<file path="src/rtl/c_ctrl.sv">
// c_ctrl: unary-word decoder (normal or complimented form) feeding a 2-entry result queue,
// with saturating admitted/inadmissible word counters.
module c_ctrl #(
  parameter int W = 16,
  parameter int P_ADMIT_COMPLIMENT_EN = 1,
  parameter int P_DROP_INVALID = 0,
  localparam int CW = $clog2(W + 1),
  localparam int EW = CW + 2
) (
  input  logic          clk,
  input  logic          arst_n,
  input  logic          i_in_vld,
  input  logic [W-1:0]  i_in_x,
  output logic          o_in_rdy,
  output logic          o_out_vld,
  input  logic          i_out_rdy,
  output logic [CW-1:0] o_out_cnt,
  output logic          o_out_is_compliment,
  output logic          o_out_err,
  input  logic          i_clr_stats,
  output logic [15:0]   o_acc_cnt,
  output logic [15:0]   o_err_cnt
);
  typedef enum logic [1:0] {EMPTY = 2'd0, ONE = 2'd1, FULL = 2'd2} state_t;
  localparam logic [W-1:0] W_ONE = 1;
  state_t state, state_nx;
  logic comp, ok, in_t, out_t, enq;
  logic [W-1:0] y;
  logic [CW-1:0] pop;
  logic [EW-1:0] ent, q0, q1, q0_nx, q1_nx;
  assign comp = (P_ADMIT_COMPLIMENT_EN != 0) && i_in_x[W-1];
  // complimented words are inverted so both forms reduce to a 0^a 1^b check
  assign y = comp ? ~i_in_x : i_in_x;
  assign ok = (y & (y + W_ONE)) == '0;
  always_comb begin
    pop = '0;
    for (int i = 0; i < W; i++) pop = pop + CW'(y[i]);
  end
  assign ent = ok ? {1'b0, comp, pop} : {1'b1, 1'b0, {CW{1'b0}}};
  assign o_in_rdy = state != FULL;
  assign o_out_vld = state != EMPTY;
  assign {o_out_err, o_out_is_compliment, o_out_cnt} = q0;
  assign in_t = i_in_vld & o_in_rdy;
  assign out_t = o_out_vld & i_out_rdy;
  assign enq = in_t & (ok | (P_DROP_INVALID == 0));
  always_comb begin
    state_nx = state;
    q0_nx = q0;
    q1_nx = q1;
    case (state)
      EMPTY: if (enq) begin q0_nx = ent; state_nx = ONE; end
      ONE: begin
        if (enq && out_t) q0_nx = ent;
        else if (enq) begin q1_nx = ent; state_nx = FULL; end
        else if (out_t) state_nx = EMPTY;
      end
      FULL: if (out_t) begin q0_nx = q1; state_nx = ONE; end
      default: state_nx = EMPTY;
    endcase
  end
  always_ff @(posedge clk or negedge arst_n)
    if (!arst_n) begin
      state <= EMPTY;
      q0 <= '0;
      q1 <= '0;
    end else begin
      state <= state_nx;
      q0 <= q0_nx;
      q1 <= q1_nx;
    end
  always_ff @(posedge clk or negedge arst_n)
    if (!arst_n) begin
      o_acc_cnt <= '0;
      o_err_cnt <= '0;
    end else if (i_clr_stats) begin
      o_acc_cnt <= '0;
      o_err_cnt <= '0;
    end else if (in_t) begin
      o_acc_cnt <= o_acc_cnt + 16'(ok && o_acc_cnt != 16'hFFFF);
      o_err_cnt <= o_err_cnt + 16'(!ok && o_err_cnt != 16'hFFFF);
    end
endmodule

</file>
<file path="config.mk">
export PLATFORM = sky130hd
export DESIGN_NAME = c_ctrl
export DESIGN_NICKNAME = d
export VERILOG_FILES = /design/src/rtl/c_ctrl.sv
export SDC_FILE = /design/constraint.sdc
export NUM_CORES = 1
export LEC_CHECK = 0
export ABC_AREA = 0
export BUFFER_PORTS_ARGS = -buffer_cell sky130_fd_sc_hd__clkbuf_2
export CORE_ASPECT_RATIO = 1.5
export CORE_UTILIZATION = 45
export DETAILED_ROUTE_END_ITERATION = 7
export PLACE_DENSITY = 0.71
export SYNTH_ARGS = -nofsm -noshare
export SYNTH_HDL_FRONTEND = slang
export SYNTH_SLANG_ARGS = --single-unit
export TNS_END_PERCENT = 50
</file>
<file path="constraint.sdc">
create_clock -name clk -period 6.7 [get_ports clk]
set_clock_uncertainty 0.05 [all_clocks]
set_input_delay 0.67 -clock clk [delete_from_list [all_inputs] [get_ports clk]]
set_output_delay 0.67 -clock clk [all_outputs]
set_load 0.05 [all_outputs]
</file>
==> impl_metrics.tcl <==
set metrics [dict create \
    syn_area_per_cell_sq_um 9.08 \
    coreArea_sq_um 6940 \
    status "complete, but fails checks" \
    worst_pin_slew_ns 0.818 \
    postRouteAntennaNets 0 \
    grt_overflow 0 \
    cp.required_ns 6.83 \
    cap_violations 0 \
    start_util_pct 46.8 \
    cp_slowest_cell "fa_1" \
    vias 2760 \
    synth-async-reset-ratio_pct 100 \
    antenna_found_initial 0 \
    cts_tree "built" \
    crit_family "adder cells" \
    dp.cells 481 \
    dp_hpwl_um 5330 \
    period_share_pct 67.6 \
    die_h_um 106 \
    areaGrowthSynthToFinish_pct 12.5 \
    clkTransAtPathRegs_ns 0.08 \
    synth.distinct_cells 57 \
    wl_um 6910 \
    drive_gt1_share_pct 19.0 \
    slew_violations 0 \
    antenna_cells 0 \
    relSlewSlack_pct 45.5 \
    grt_pass1_vias 2573 \
    grt_max_degree 49 \
    fmax_ghz 0.221 \
    fp.dieArea_sq_um 7570 \
    violations "design-rule violations" \
    path_buf_inv 4 \
    yosys_most_used_dff "dfrtp_1" \
    clock_path_buffers 2 \
    die_w_um 71.4 \
    post-place-ws_ns 1.81 \
    layout_setup_ws_ns 2.17 \
    synth-seq-cells 48 \
    path_class "primary input to flop" \
    critPathMaxStageDelay_ns 0.52 \
    path_common_cell "fa_1" \
    cts_hold_buf 0 \
    stdcell_count 488 \
    clockRootBuffer "clkbuf_8" \
    holdCritPathClass "primary input to async pin" \
    critPathMaxFanout 32 \
    synth_fp_nets 400 \
    crit_path_end_kind "flop" \
    ctsResizeCount 0 \
    grt_pass1_wl_um 11900 \
    remaining_drc_errors 5 \
    first_iter_violations 122 \
    synth-edff-count 0 \
    clock_sink_count 48 \
    yosysSeqAreaShare_pct 37.0 \
    clock_latency_ns 0.29 \
    irDropWorstVdd_uv 118 \
    drt-pass1-iter-count 6 \
    cp.arrival_ns 4.66 \
    gp_congestion 0.881 \
    wl_per_cell_um 14.2 \
    setup_viol 0 \
    via_per_inst 5.66 \
    port_buffers 61 \
    power_density_nw_per_um2 210 \
    start_kind "primary input" \
    hold_violations 0 \
    htreeDepth 2 \
    rows 37 \
    cts_made_buffers 5 \
    path_cells "clkbuf_2, xnor2_1, inv_1, fa_1, inv_1, fa_1, inv_1, fa_1, fa_1, ha_1, fa_1, a21o_1, nand2_1, nor2_1, nand3_1, a21oi_1" \
    period_needed_ns 4.53 \
    grt_use_total_pct 19.5 \
    fin_setup_tns_ns 0 \
    synthesis.area_sq_um 3250 \
    cts_setup_buffers 0 \
    rsz0062_at_grt "no" \
    io_pins 62 \
    yosys_warnings 0 \
    final_nets 452 \
    synthCells 358 \
    p_leak_nw 1.75 \
]
per-stage QoR:
step / utilization [%] / power, mW / hold slack (ns) / cell area, sq um
6_report: 52.7 / 0.769 / 0.406 / 3660
5_1_grt: 52.7 / 0.830 / 0.467 / 3660
4_1_cts: 52.7 / 0.777 / 0.437 / 3660
3_5_place_dp: 51.6 / 0.615 / 0.418 / 3580
3_3_place_gp: 51.6 / 0.605 / 0.411 / 3580
2_1_floorplan: - / 0.544 / 0.324 / 3250
synthesized netlist by cell type (11+ instances only):
master     n  area share [%]
a21oi_1   19             2.9
dfrtp_1   48              37
xor2_1    28             7.5
o21ai_0   12             1.8
nand4_1   13             2.5
nand3_1   14             2.2
inv_1     19             2.2
clkbuf_1  12             1.4
ha_1      13             5.0
nor2_1    42             4.8
and3_1    14             2.7
nand2_1   24             2.8
xnor2_1   11             3.0
cells in the final DEF, fill, tap and decap left out, types with 3 or more instances in the layout:
| cell type | instances |
|---|---|
| clkbuf_2 | 61 |
| dfrtp_1 | 48 |
| nor2_1 | 42 |
| xor2_1 | 28 |
| nand2_1 | 24 |
| inv_1 | 19 |
| a21oi_1 | 19 |
| and3_1 | 14 |
| nand3_1 | 14 |
| nand4_1 | 13 |
| ha_1 | 13 |
| o21ai_0 | 12 |
| xnor2_1 | 11 |
| fa_1 | 8 |
| o21ai_1 | 7 |
| or3_1 | 7 |
| clkbuf_8 | 5 |
| nor3_1 | 4 |
| o31ai_2 | 4 |
| nand2b_1 | 3 |
| nor2b_1 | 3 |
| mux2i_1 | 3 |
| a31oi_1 | 3 |
| o22ai_1 | 3 |
| a21o_1 | 3 |
| o41ai_1 | 3 |
sequential cells by signal (all words and copies together), names as in the netlist:
signal and cells:
q1 7, o_acc_cnt 16, state 2, q0 7, o_err_cnt 16
layout make-up:
type                       count  area [sq um]
clock inverter                 1          5.00
sequential                    48          1200
timing repair buffer          62           313
multi-input combinational    273          1890
clock buffer                   6          72.6
fill                         649          3290
inverter                      20          75.1
tap                           78          97.6
power breakdown:
part / internal (mW) / leakage (nW) / switching (mW)
registers: 0.295 / 0.655 / 0.00650
clock network: 0.0711 / 0.0410 / 0.0910
logic: 0.117 / 1.05 / 0.188
total: 0.483 / 1.75 / 0.286
final timing paths:
| kind | startpoint | to | slack [ns] | cells after the start |
|---|---|---|---|---|
| max in group asynchronous | arst_n | q0[6] | 5.78 | 2 |
| worst max-delay path | i_in_x[15] | q0[4] | 2.17 | 16 |
| worst max register to register | state[1] | o_acc_cnt[13] | 4.10 | 7 |
| worst min register to register | q1[0] | q1[0] | 0.43 | 2 |
| worst min-delay path | arst_n | o_acc_cnt[8] | 0.41 | 2 |
| min in group clk | q1[0] | q1[0] | 0.43 | 2 |
kinds of logic after synthesis:
group	after synthesis	share of synthesized area [%]
flip-flops	48	37.0
AND/OR/NAND/NOR	138	21.5
adder cells (fa/ha/maj)	21	9.93
buffers and inverters	37	4.77
XOR/XNOR	39	10.5
AO/OA/AOI/OAI	72	15.4
multiplexers	3	0.924
layer usage:
metal	vias to the layer above	track usage (%)	part of all wire (%)
met5	-	0	0
met4	0	6.86	1.3
met3	5	2.18	3.4
met2	65	36.7	55
met1	1340	22.3	40
li1	1350	-	-
Note: power is estimated with default switching activity, not from simulation.
